===== src/rtl/pc_unit_pkg.sv =====
// pc_unit_pkg: next-PC select encoding and default fetch-path constants.
package pc_unit_pkg;

    localparam int DEFAULT_WIDTH = 32;
    localparam int DEFAULT_INC   = 4;

    typedef enum logic [2:0] {
        SEL_RESET,
        SEL_REDIRECT,
        SEL_HOLD,
        SEL_RAS_SWAP,
        SEL_RAS_POP,
        SEL_SEQ,
        SEL_CALL,
        SEL_JUMP
    } next_pc_sel_e;

endpackage


===== src/rtl/pc_unit_return_stack.sv =====
// pc_unit_return_stack: circular return-address LIFO with push, pop and top swap.
module pc_unit_return_stack #(
    parameter int WIDTH = 32,
    parameter int DEPTH = 4
) (
    input  logic             clk_i,
    input  logic             rst_i,
    input  logic             push_i,
    input  logic             pop_i,
    input  logic             swap_i,
    input  logic [WIDTH-1:0] data_i,
    output logic [WIDTH-1:0] top_o,
    output logic             empty_o,
    output logic             full_o
);

    localparam int PW = $clog2(DEPTH);
    localparam int CW = PW + 1;

    logic [WIDTH-1:0] mem_q [DEPTH];
    logic [PW-1:0]    ptr_q, ptr_inc, ptr_dec;
    logic [CW-1:0]    cnt_q;

    assign ptr_inc = ptr_q + PW'(1);
    assign ptr_dec = ptr_q - PW'(1);
    assign top_o   = mem_q[ptr_q];
    assign empty_o = cnt_q == '0;
    assign full_o  = cnt_q == CW'(DEPTH);

    // A push when full wraps onto the oldest entry; count saturates.
    always_ff @(posedge clk_i) begin
        if (rst_i) begin
            ptr_q <= '0;
            cnt_q <= '0;
        end else if (push_i) begin
            ptr_q <= ptr_inc;
            cnt_q <= full_o ? cnt_q : cnt_q + CW'(1);
        end else if (pop_i) begin
            ptr_q <= ptr_dec;
            cnt_q <= cnt_q - CW'(1);
        end
    end

    always_ff @(posedge clk_i) begin
        if (!rst_i && push_i)
            mem_q[ptr_inc] <= data_i;
        else if (!rst_i && swap_i)
            mem_q[ptr_q] <= data_i;
    end

endmodule


===== src/rtl/pc_unit.sv =====
// pc_unit: PC register, PC+INC adder and prioritised next-PC mux with return-address stack.
module pc_unit
    import pc_unit_pkg::*;
#(
    parameter int               WIDTH        = DEFAULT_WIDTH,
    parameter int               INC          = DEFAULT_INC,
    parameter logic [WIDTH-1:0] RESET_VECTOR = '0,
    parameter int               RAS_DEPTH    = 4
) (
    input  logic             clk_i,
    input  logic             reset_i,
    input  logic             stall_i,
    input  logic             redirect_i,
    input  logic [WIDTH-1:0] redirect_target_i,
    input  logic             jump_i,
    input  logic             call_i,
    input  logic [WIDTH-1:0] jump_target_i,
    input  logic             return_i,
    output logic [WIDTH-1:0] pc_result_o,
    output logic [WIDTH-1:0] pc_add_result_o,
    output logic             ras_empty_o,
    output logic             ras_full_o,
    output logic             ras_underflow_o
);

    logic [WIDTH-1:0] pc_q, pc_d, ras_top;
    logic             uf_q, uf_d;
    next_pc_sel_e     sel;

    assign pc_result_o     = pc_q;
    assign pc_add_result_o = pc_q + WIDTH'(INC);
    assign ras_underflow_o = uf_q;

    always_comb
        sel = reset_i                     ? SEL_RESET    :
              redirect_i                  ? SEL_REDIRECT :
              stall_i                     ? SEL_HOLD     :
              (return_i && call_i)        ? SEL_RAS_SWAP :
              (return_i && !ras_empty_o)  ? SEL_RAS_POP  :
              return_i                    ? SEL_SEQ      :
              call_i                      ? SEL_CALL     :
              jump_i                      ? SEL_JUMP     : SEL_SEQ;

    always_comb begin
        pc_d = pc_q;
        uf_d = uf_q;
        unique case (sel)
            SEL_RESET:    begin pc_d = RESET_VECTOR; uf_d = 1'b0; end
            SEL_REDIRECT: pc_d = redirect_target_i;
            SEL_HOLD:     pc_d = pc_q;
            SEL_RAS_SWAP: pc_d = ras_top;
            SEL_RAS_POP:  pc_d = ras_top;
            SEL_CALL:     pc_d = jump_target_i;
            SEL_JUMP:     pc_d = jump_target_i;
            // Only an empty-stack Return reaches SEQ with return_i high.
            SEL_SEQ:      begin pc_d = pc_add_result_o; uf_d = uf_q | return_i; end
            default:      pc_d = pc_q;
        endcase
    end

    always_ff @(posedge clk_i) begin
        if (reset_i) begin
            pc_q <= RESET_VECTOR;
            uf_q <= 1'b0;
        end else begin
            pc_q <= pc_d;
            uf_q <= uf_d;
        end
    end

    pc_unit_return_stack #(
        .WIDTH (WIDTH),
        .DEPTH (RAS_DEPTH)
    ) u_ras (
        .clk_i   (clk_i),
        .rst_i   (reset_i),
        .push_i  (sel == SEL_CALL),
        .pop_i   (sel == SEL_RAS_POP),
        .swap_i  (sel == SEL_RAS_SWAP),
        .data_i  (pc_add_result_o),
        .top_o   (ras_top),
        .empty_o (ras_empty_o),
        .full_o  (ras_full_o)
    );

endmodule


===== config.mk =====
export PLATFORM = sky130hd
export DESIGN_NAME = pc_unit
export DESIGN_NICKNAME = d
export VERILOG_FILES = /design/src/rtl/pc_unit_pkg.sv /design/src/rtl/pc_unit_return_stack.sv /design/src/rtl/pc_unit.sv
export SDC_FILE = /design/constraint.sdc
export NUM_CORES = 1
export LEC_CHECK = 0
export ABC_CLOCK_PERIOD_IN_PS = 6600
export CORE_MARGIN = 2
export CORE_UTILIZATION = 52
export DETAILED_ROUTE_END_ITERATION = 7
export PLACE_DENSITY_LB_ADDON = 0.08
export SLEW_MARGIN = 20
export SYNTH_ARGS = -nofsm -noshare
export SYNTH_HDL_FRONTEND = slang
export SYNTH_SLANG_ARGS = --single-unit

===== constraint.sdc =====
create_clock -name clk_i -period 6.6 [get_ports clk_i]
set_input_delay 1.32 -clock clk_i [delete_from_list [all_inputs] [get_ports clk_i]]
set_output_delay 1.32 -clock clk_i [all_outputs]
set_load 0.02 [all_outputs]

=== Word-level counts from Yosys, hierarchy flattened ===
Memory sizes are Yosys's and may differ from the RTL's. A register that Yosys moved wholly into a read port is not among the register bits.
Index checks and enable logic that the tools add are counted.
Widths: inputs -> output; s select.

* Add/sub/neg operators: 5
* Eq/ne operators: 9
* Muxes and demuxes: 25
* Bitwise operators: 1
* Reductions and logical operators: 14

{| class="wikitable"
|+ Operator list
! operator !! number
|-
| $pmux 32 s5 || 1
|-
| $add 32x3->32 const B || 1
|-
| $mux 32 || 1
|-
| $reduce_or 32->1 || 1
|-
| $mux 3 || 7
|-
| $mux 2 || 9
|-
| $eq 3x3->1 const B || 5
|-
| $eq 3x2->1 const B || 2
|-
| $logic_not 3->1 || 2
|-
| $mux 1 || 6
|-
| $logic_and 1x1->1 || 4
|-
| $reduce_bool 2->1 || 2
|-
| $reduce_or 2->1 || 2
|-
| $add 3x1->3 const B || 1
|-
| $eq 3x1->1 const B || 1
|-
| $sub 3x1->3 const B || 1
|-
| $add 2x1->2 const B || 1
|-
| $logic_not 1->1 || 2
|-
| $ne 2x2->1 const B || 1
|-
| $pmux 1 s2 || 1
|-
| $reduce_and 2->1 || 1
|-
| $sub 2x1->2 const B || 1
|-
| $or 1x1->1 || 1
|}

* Register bits: 38
* Memory bits (writable): 128
* Input bits: 71
* Output and inout port bits: 67
* Word-level logic and storage cells: 59
* Memories kept: 1

{| class="wikitable"
|+ Memories
! name !! depth !! width !! read ports !! clocked after memory_dff !! wr ports !! RTL line !! text
|-
| u_ras.mem_q || 4 || 32 || 1 || 1 || 1 || pc_unit_return_stack.sv:20 || <nowiki>logic [WIDTH-1:0] mem_q [DEPTH];</nowiki>
|}

=== Longest topological paths before layout ===
Gate-level depths: netlist (run 1).

* Depth in word-level cells: 15
* Depth in mapped cells: 8
* Mapped depth without buffers: 7

=== By module ===
A second synthesis (run 1) with hierarchy kept.

* Cells, all modules: 562
* Area, all modules: 7,617.3 sq um

{| class="wikitable"
|+ Modules (own cells, without submodules)
! module !! instances !! cells each !! area an instance (sq um) !! sequential area each (sq um)
|-
| pc_unit_return_stack || 1 || 213 || 5,019.8 || 3,983.8
|-
| pc_unit || 1 || 349 || 2,597.5 || 660.6
|}

=== Worst setup path after synthesis (run 1) ===
Ideal clock, no wire load.

* Path kind: in2reg
* Start point: input reset_i
* End point: memory u_ras.mem_q[3][0], enable pin
* Library setup time: 502 ps
* Data arrival time: 4,983 ps
* Data required time: 6,098 ps
* Path slack: 1,116 ps
* Stages on the path: 4
* Path buffers: 1
* Path through: clkbuf_1 -> nor3_1 -> nand2_1 -> nor4_1

* Cells in the longest elaborated chain, start to end: 8
* Elaborated cells on any way between the ends: 14
* Classes of those cells: eq/ne: 2; mux: 8; reduce/logical: 4

{| class="wikitable"
|+ RTL lines
! item !! RTL line !! text
|-
| start, declared || pc_unit.sv:11 || <nowiki>input logic reset_i,</nowiki>
|-
| $mux 3 || pc_unit.sv:35 || <nowiki>sel = reset_i ? SEL_RESET :</nowiki>
|-
| $eq 3x2->1 || pc_unit.sv:79 || <nowiki>.swap_i (sel == SEL_RAS_SWAP),</nowiki>
|-
| $logic_and 1x1->1 || pc_unit_return_stack.sv:47 || <nowiki>else if (!rst_i && swap_i)</nowiki>
|-
| $mux 1 || pc_unit_return_stack.sv:47 ||
|-
| $mux 1 || pc_unit_return_stack.sv:45 || <nowiki>if (!rst_i && push_i)</nowiki>
|-
| $mux 1 (not written as such) || pc_unit_return_stack.sv:48 || <nowiki>mem_q[ptr_q] <= data_i;</nowiki>
|-
| $reduce_or 32->1 (no line) || n/a ||
|-
| $mux 2 (no line) or $mux 1 (tied branches) || n/a ||
|-
| end, declared || pc_unit_return_stack.sv:20 ||
|}

Parallel ways exist; a longest one is shown, timed or not.

=== Worst setup path after layout (run 1) ===
* Start point: register pc_q[2] (netlist: pc_result_o[2])
* End point: output pc_add_result_o[29]

* Cells in the longest elaborated chain, start to end: 1

{| class="wikitable"
|+ RTL lines
! item !! RTL line !! text
|-
| start, declared || pc_unit.sv:26 || <nowiki>logic [WIDTH-1:0] pc_q, pc_d, ras_top;</nowiki>
|-
| start signal, assigned || pc_unit.sv:66 || <nowiki>pc_q <= pc_d;</nowiki>
|-
| $add 32x3->32 || pc_unit.sv:31 || <nowiki>assign pc_add_result_o = pc_q + WIDTH'(INC);</nowiki>
|-
| end, declared || pc_unit.sv:20 || <nowiki>output logic [WIDTH-1:0] pc_add_result_o,</nowiki>
|}

Every way passes these cells.

==> impl_metrics.tcl, run 1 <==
set metrics [dict create \
    finalHoldViolations 0 \
    p_total_mw 2.602 \
    routedWlPerCell_um 22.04 \
    drive_gt1_share_pct 13.62 \
    tightestPinTransition_ns 0.8287 \
    hpwlAfterDp_um 11840 \
    tritoncts "done" \
    layout_common_cells "137 x clkdlybuf4s50_1, 128 x edfxtp_1, 55 x inv_1" \
    grt_pass1_vias 4903 \
    tns_ns 0 \
    grt_pass1_wl_um 27680 \
    maxSlewViolCount 0 \
    cts_made_buffers 17 \
    ys_seq_area_share_pct 64.09 \
    synth-seq-cells 168 \
    period_minus_slack_ns 4.412 \
    vias 4978 \
    pre_cts_ws_ns 2.597 \
    endpoint_kind "primary output" \
    p_switching_mw 0.5581 \
    power.share.clock_pct 43.8 \
    netlist.top_cell.by_area "edfxtp_1" \
    die_y_um 122.1 \
    layout_commonest_cell "clkdlybuf4s50_1" \
    post_cts_buffers 0 \
    async_flop_share_pct 0 \
    pwr-share-comb_pct 10.2 \
    fillCellCount 959 \
    p_sw_share_pct 21.45 \
    yosysWarnings 0 \
    outcome "completed" \
    syn_avg_cell_area_sq_um 14.73 \
    synthFlopType "edfxtp_1" \
    pin_count 138 \
    p_leak_nw 3.302 \
    max_freq_ghz 0.2266 \
    synth_top_area_share_pct 53.04 \
    crit_arrival_ns 3.09 \
    root_buffer "clkbuf_16" \
    final-setup-viol-count 0 \
    die_x_um 122.1 \
    synth_edf_count 128 \
    area_growth_pct 31.94 \
    crit_buf_inv 2 \
    min_delay_path_depth 2 \
    whs_ns 0.4731 \
    post-route-period-util_pct 66.85 \
    cts.sinks 168 \
    clk_latency_ns 0.42 \
    first_iter_violations 528 \
    worst_ir_drop_vdd_uv 210.6 \
    rows 43 \
    grt_max_degree 33 \
    max_cap_viol_count 0 \
    initial_utilization_pct 52.82 \
    vias_per_cell 6.027 \
    drc 0 \
    crit_cells 6 \
    p_int_mw 2.044 \
    wl_um 18210 \
    ff2ff_path_depth 5 \
    cts.reportedPaths.clkPinSlew_ns 0.06 \
    path_class "flip-flop to primary output" \
    setup_ws_ns 2.188 \
    crit_required_ns 5.28 \
    n_antenna_cell 0 \
    htreeDepth 4 \
    antenna_left 0 \
    crit_slowest_cell "nor4_1" \
    startpoint_type "flip-flop" \
    gp_congestion 0.8458 \
    relSlewSlack_pct 44.24 \
    antenna_found_initial 0 \
    synthDistinctLibCells 44 \
    syn-num-nets 565 \
    fin_skew_ns 0.01140 \
    cts_resized 0 \
    max_stage_delay_ns 0.77 \
    power_frac_seq_pct 46.1 \
    synthTopCellsByArea "edfxtp_1 53%, dfxtp_1 11%, mux4_2 9.9%" \
    cp_top_family "simple AND/OR/NAND/NOR gates" \
    netlist_area_sq_um 7247 \
    core_sq_um 13720 \
    clockBufferDepth 2 \
    hold_buffers 0 \
    fin_nets 706 \
    cp_max_fo 8 \
    track_usage_pct 25.42 \
    syn_inst 492 \
    min-delay-path-class "flip-flop to flip-flop" \
    globalRouteOverflowTotal 0 \
    dr.pass1.iters 5 \
    io_buffers 137 \
    die_area_sq_um 14900 \
    utilization_pct 69.69 \
    path_cells "nand3_1, nor4_1, nand4_1, xor2_1, inv_1, clkdlybuf4s50_1" \
    rsz0062_at_grt "false" \
    power_density_nw_per_um2 272.2 \
]
-- path summary, 6_finish.rpt --
| check | startpoint | end | slack [ns] |
|---|---|---|---|
| setup / recovery | pc_result_o[2] | pc_add_result_o[29] | 2.19 |
| hold reg to reg | ras_underflow_o | ras_underflow_o | 0.47 |
| hold / removal | ras_underflow_o | ras_underflow_o | 0.47 |
| setup reg to reg | pc_result_o[2] | u_ras.mem_q[1][29] | 4.25 |
-- flip-flops by register name, indices dropped and copies added (netlist names), named ones only --
signal           flops
pc_result_o         32
u_ras.ptr_q          2
u_ras.cnt_q          3
ras_underflow_o      1
u_ras.mem_q        128
-- metrics by stage --
| stage | cells | cell area (sq um) |
|---|---|---|
| final | 826 | 9562 |
| after global routing | 826 | 9562 |
| after CTS | 824 | 9507 |
| after detailed placement | 792 | 8822 |
| after global placement | 792 | 8822 |
| after floorplan | 492 | 7247 |
-- power by group through the flow --
stage	Clock [mW]	Combinational, mW	Sequential, mW
2_1_floorplan	0	0.107	1.23
3_3_place_gp	0	0.259	1.22
3_5_place_dp	0	0.262	1.22
4_1_cts	1.15	0.264	1.20
5_1_grt	1.19	0.281	1.20
6_report	1.14	0.264	1.20
-- cell families after synthesis --
| kind of cell | share of synthesized area [%] |
|---|---|
| AND/OR/NAND/NOR | 7.441 |
| buffers and inverters | 4.765 |
| AO/OA/AOI/OAI | 9.012 |
| flip-flops | 64.09 |
| XOR/XNOR | 3.747 |
| multiplexers | 10.50 |
| adder cells (fa/ha/maj) | 0.4489 |
-- routing by layer --
metal	vias up	global-route usage, %	wire, um
met5	-	0	0
met4	0	7.902	193
met3	13	6.086	1369
met2	206	41.24	8942
met1	2518	34.26	7700
li1	2241	-	-
-- area by class of cell --
class	count	area, sq um	share of cell area (%)
Timing Repair Buffer	149	1501	15.70
Clock inverter	12	247.7	2.591
Multi-Input combinational cell	242	2298	24.04
Sequential cell	168	4646	48.59
Tap cell	180	225.2	2.355
Clock buffer	20	436.7	4.567
Inverter	55	206.4	2.159
-- cells in the mapped netlist, types with 2 or more instances --
| library cell | n |
|---|---|
| nor3b_1 | 2 |
| nor3_1 | 6 |
| nor2b_1 | 5 |
| inv_1 | 55 |
| xor2_1 | 24 |
| o221ai_1 | 17 |
| buf_2 | 5 |
| mux2i_1 | 4 |
| nand2_1 | 23 |
| nor2_1 | 16 |
| o211ai_1 | 14 |
| nand3_1 | 10 |
| o21ai_0 | 3 |
| or3_4 | 2 |
| o22ai_1 | 2 |
| buf_4 | 4 |
| a22oi_1 | 2 |
| a21oi_1 | 4 |
| buf_6 | 2 |
| nor4_1 | 11 |
| xnor2_1 | 7 |
| nand4_1 | 11 |
| and3_1 | 3 |
| edfxtp_1 | 128 |
| mux4_2 | 32 |
| clkbuf_1 | 14 |
| dfxtp_1 | 40 |
| a222oi_1 | 30 |
-- worst register-to-register path, delay by kind of cell (launching register included) --
family / cells / cell delay (ns)
flip-flops: 1 / 0.45
XOR/XNOR: 1 / 0.24
buffers and inverters: 1 / 0.12
AND/OR/NAND/NOR: 3 / 1.27
Power figures use the tool's default switching activity.
==> run 2, diff against run 1 <==
Settings changed: ABC_CLOCK_PERIOD_IN_PS 6600 to 3600, CORE_UTILIZATION 52 to 47.
Clock period 6.6 ns to 3.6 ns, I/O delays scaled along.
==> run 2 against run 1 <==
First-iteration DRC count increased by 8.0%. Die area increased by 10%. Cell area increased by 1.8%. Highest routed layer unchanged. Critical endpoint is now pc_add_result_o[12]. Global-route usage decreased by 1.6 points. Sequential power increased by 83%. Non-clock buffer count increased by 24. Critical path type unchanged. Cell count increased by 3.9%. Utilization decreased by 5.4 points. Total power increased by 74%. Via count increased by 1.5%. Wire length increased by 3.6%.
==> impl_metrics.tcl, run 2 (same netlist as run 1, synthesis figures left out) <==
set metrics [dict create \
    outcome "completed" \
    hpwlAfterDp_um 12200 \
    power_frac_seq_pct 48.5 \
    fillCellCount 1104 \
    maxSlewViolCount 0 \
    largest_register "u_ras.mem_q" \
    globalRouteOverflowTotal 0 \
    tritoncts "done" \
    fin_cells 858 \
    grt_pass1_wl_um 28990 \
    min_delay_path_depth 2 \
    power.share.clock_pct 40.2 \
    fin_skew_ns 0.006917 \
    p_int_mw 3.428 \
    dr.pass1.iters 8 \
    largest_reg_flops 128 \
    ff2ff_path_depth 7 \
    fin_area_sq_um 9733 \
    placed_cells 817 \
    antenna_found_initial 0 \
    htreeDepth 4 \
    final-setup-viol-count 0 \
    die_area_sq_um 16430 \
    pin_count 138 \
    p_total_mw 4.524 \
    pwr-share-comb_pct 11.3 \
    core_sq_um 15150 \
    drc 0 \
    die_y_um 128.2 \
    startpoint_type "flip-flop" \
    io_buffers 137 \
    cts.reportedPaths.clkPinSlew_ns 0.07 \
    first_iter_violations 570 \
    area_growth_pct 34.31 \
    p_sw_share_pct 24.23 \
    tightestPinTransition_ns 0.6789 \
    cp_max_fo 5 \
    cts.sinks 168 \
    clockBufferDepth 2 \
    rsz0062_at_grt "false" \
    die_x_um 128.2 \
    seqCellArea_sq_um 4652 \
    endpoint_kind "primary output" \
    antenna_left 0 \
    p_leak_nw 3.551 \
    gp_congestion 0.7970 \
    crit_required_ns 2.88 \
    vias_per_cell 5.892 \
    post-route-period-util_pct 96.34 \
    layout_common_cells "128 x edfxtp_1, 127 x clkdlybuf4s50_1, 55 x inv_1" \
    initial_utilization_pct 47.85 \
    wl_um 18860 \
    layout_commonest_cell "edfxtp_1" \
    placed_area_sq_um 8985 \
    period_minus_slack_ns 3.468 \
    p_switching_mw 1.096 \
    whs_ns 0.4769 \
    max_freq_ghz 0.2883 \
    max_cap_viol_count 0 \
    relSlewSlack_pct 54.74 \
    track_usage_pct 23.81 \
    grt_max_degree 33 \
    clk_latency_ns 0.42 \
    routedWlPerCell_um 21.98 \
    crit_arrival_ns 2.75 \
    power_density_nw_per_um2 464.8 \
    drive_gt1_share_pct 18.66 \
    n_antenna_cell 0 \
    multi_input_area_sq_um 2356 \
    grt_pass1_vias 5231 \
    path_class "flip-flop to primary output" \
    hold_buffers 0 \
    root_buffer "clkbuf_16" \
    rows 45 \
    fin_nets 730 \
    finalHoldViolations 0 \
    cts_made_buffers 17 \
    min-delay-path-class "flip-flop to flip-flop" \
    worst_ir_drop_vdd_uv 322.9 \
    vias 5055 \
]
run 2: worst max-delay path, cell delays in order, from the launching register on:
cell and delay, ns:
dfxtp_1 0.39, ha_1 0.24, nand4_1 0.26, nor2_4 0.27
buf_4 0.14, nand2_1 0.05, xor2_1 0.16, inv_1 0.16
clkdlybuf4s50_1 0.63
run 2: final cells by class:
| type | count | share of cell area, % |
|---|---|---|
| sequential | 168 | 47.80 |
| timing repair buffer | 173 | 17.38 |
| multi-input combinational | 242 | 24.21 |
| tap | 188 | 2.417 |
| clock buffer | 17 | 4.371 |
| inverter | 55 | 2.121 |
| clock inverter | 15 | 1.710 |
run 2: per-stage QoR:
step / utilization, % / TNS, ns / setup WS, ns
finish: 64.26 / 0 / 0.1318
global route: 64.26 / 0 / 0.001625
CTS: 63.38 / -0.03813 / -0.03191
detailed placement: 59.32 / 0 / 0.3854
global placement: 59.32 / 0 / 0.4236
floorplan: - / -82.20 / -1.284
run 2: layer usage:
| layer | vias to the layer above | GRT usage [%] | share of wire [%] |
|---|---|---|---|
| li1 | 2285 | - | - |
| met1 | 2555 | 32.27 | 45 |
| met2 | 179 | 37.68 | 47 |
| met3 | 36 | 4.967 | 5.3 |
| met4 | 0 | 9.955 | 2.7 |
| met5 | - | 0 | 0 |
run 2: worst paths after layout:
| check | startpoint | end | slack, ns |
|---|---|---|---|
| worst max-delay path | pc_result_o[3] | pc_add_result_o[12] | 0.13 |
| worst min-delay path | ras_underflow_o | ras_underflow_o | 0.48 |
| worst max register to register | pc_result_o[3] | u_ras.mem_q[1][28] | 1.41 |
| worst min register to register | ras_underflow_o | ras_underflow_o | 0.48 |
run 2: repair_timing:
action	in CTS	in global routing
gates resized for setup	4	20
setup buffers	0	9
pin swaps	0	6
setup endpoints to repair	7	18
run 2: power by group through the flow:
stage / clock network, mW / registers [mW] / logic (mW)
2_1_floorplan: 0 / 2.26 / 0.196
3_3_place_gp: 0 / 2.23 / 0.499
3_5_place_dp: 0 / 2.23 / 0.506
4_1_cts: 1.85 / 2.19 / 0.510
5_1_grt: 1.92 / 2.20 / 0.547
6_report: 1.82 / 2.19 / 0.512
==> run 3, diff against run 2 <==
Settings changed: CELL_PAD_IN_SITES_DETAIL_PLACEMENT from default to 1, CELL_PAD_IN_SITES_GLOBAL_PLACEMENT from default to 2, CORE_UTILIZATION 47 to 33.
==> run 3 against run 2 <==
Clock power fell by 3%. Critical path depth fell by 1. Sequential power barely moved. Largest cell class unchanged. Register-to-register slack improved by 0.02 ns.
==> impl_metrics.tcl, run 3 (same netlist as run 1, synthesis figures left out) <==
set metrics [dict create \
    root_buffer "clkbuf_16" \
    cts_made_buffers 17 \
    whs_ns 0.4881 \
    grt_pass1_vias 5398 \
    cts.sinks 168 \
    rsz0062_at_grt "true" \
    placed_area_sq_um 9153 \
    fin_cells 953 \
    cts.reportedPaths.clkPinSlew_ns 0.06 \
    clockBufferDepth 2 \
    path_cells "nand4_1, nor4_2, buf_4, nand3_1, xor2_1, inv_1, clkdlybuf4s50_1" \
    vias_per_cell 5.283 \
    routedWlPerCell_um 22.64 \
    endpoint_kind "primary output" \
    path_class "flip-flop to primary output" \
    power_density_nw_per_um2 455.1 \
    p_leak_nw 3.502 \
    layout_common_cells "128 x clkdlybuf4s50_1, 128 x edfxtp_1, 55 x inv_1" \
    finalHoldViolations 0 \
    p_total_mw 4.481 \
    die_area_sq_um 23160 \
    placed_cells 916 \
    max_cap_viol_count 0 \
    die_x_um 152.2 \
    outcome "completed" \
    gp_congestion 0.7399 \
    tritoncts "done" \
    core_sq_um 21690 \
    track_usage_pct 18.98 \
    largest_register "u_ras.mem_q" \
    vias 5035 \
    tightestPinTransition_ns 0.6581 \
    max_freq_ghz 0.2894 \
    crit_slowest_cell "clkdlybuf4s50_1" \
    cp_top_family "buffers and inverters" \
    dr.pass1.iters 6 \
    cp_max_fo 5 \
    fin_nets 733 \
    initial_utilization_pct 33.41 \
    grt_max_degree 33 \
    relSlewSlack_pct 56.13 \
    final-setup-viol-count 0 \
    period_minus_slack_ns 3.456 \
    crit_buf_inv 3 \
    io_buffers 137 \
    pin_count 138 \
    grt_pass1_wl_um 33360 \
    fin_skew_ns 0.01091 \
    globalRouteOverflowTotal 0 \
    setup_ws_ns 0.1445 \
    die_y_um 152.2 \
    fin_area_sq_um 9847 \
    hold_buffers 0 \
    pre_cts_ws_ns 0.3561 \
    min-delay-path-class "flip-flop to flip-flop" \
    hpwlAfterDp_um 14480 \
    crit_required_ns 2.88 \
    crit_arrival_ns 2.74 \
    max_stage_delay_ns 0.66 \
    largest_reg_flops 128 \
    rows 54 \
    clk_latency_ns 0.43 \
    n_antenna_cell 0 \
    post-route-period-util_pct 95.99 \
    antenna_left 0 \
    utilization_pct 45.40 \
    drive_gt1_share_pct 19.47 \
    antenna_found_initial 0 \
    worst_ir_drop_vdd_uv 345.0 \
    startpoint_type "flip-flop" \
    htreeDepth 4 \
    first_iter_violations 375 \
    maxSlewViolCount 0 \
    tns_ns 0 \
    drc 0 \
    wl_um 21570 \
    area_growth_pct 35.88 \
]
[run 3: changes by cell type in the layout (fill, tap and decap cells not counted), sizes merged]
cell | previous run | this run
bufinv | 2 | 1
clkinv | 6 | 4
buf | 36 | 39
dlygate4sd2 | 0 | 2
dlymetal6s2s | 10 | 7
clkbuf | 17 | 19
clkinvlp | 1 | 2
clkdlybuf4s50 | 127 | 128
[run 3: routing by layer]
| metal | wire [um] | GRT usage, % |
|---|---|---|
| met3 | 842 | 3.498 |
| met1 | 9624 | 25.90 |
| met4 | 202 | 4.673 |
| met5 | 0 | 0 |
| met2 | 10900 | 31.55 |
[run 3: area by class of cell]
| type | count | area (sq um) |
|---|---|---|
| fill | 2193 | 11840 |
| sequential | 168 | 4656 |
| multi-input combinational | 242 | 2360 |
| timing repair buffer | 176 | 1704 |
| clock buffer | 19 | 432.9 |
| tap | 280 | 350.3 |
| inverter | 55 | 206.4 |
| clock inverter | 13 | 137.6 |
[run 3: path summary, 6_finish.rpt]
check	start	end	slack, ns	cells past startpoint
worst max-delay path	pc_result_o[19]	pc_add_result_o[23]	0.14	7
worst min-delay path	ras_underflow_o	ras_underflow_o	0.49	2
worst max register to register	u_ras.cnt_q[0]	pc_result_o[17]	1.43	7
worst min register to register	ras_underflow_o	ras_underflow_o	0.49	2
[run 3: where the power goes]
| part | internal, mW | switching (mW) |
|---|---|---|
| sequential | 2.14 | 0.0574 |
| combinational | 0.249 | 0.266 |
| clock | 0.974 | 0.793 |
| total | 3.36 | 1.12 |
[run 3: timing repair]
| item | CTS | global route |
|---|---|---|
| pin swaps | 2 | 3 |
| buffers inserted | 2 | 3 |
| setup endpoints to repair | 16 | 16 |
| resized for setup | 10 | 17 |
[run 3: worst reg2reg max path: stages (launching register included)]
cell      delay (ns)
dfxtp_1         0.36
nor3_1          0.35
nor4b_2         0.08
buf_4           0.16
nor2_1          0.27
o21a_1          0.17
buf_4           0.40
o211ai_1        0.23
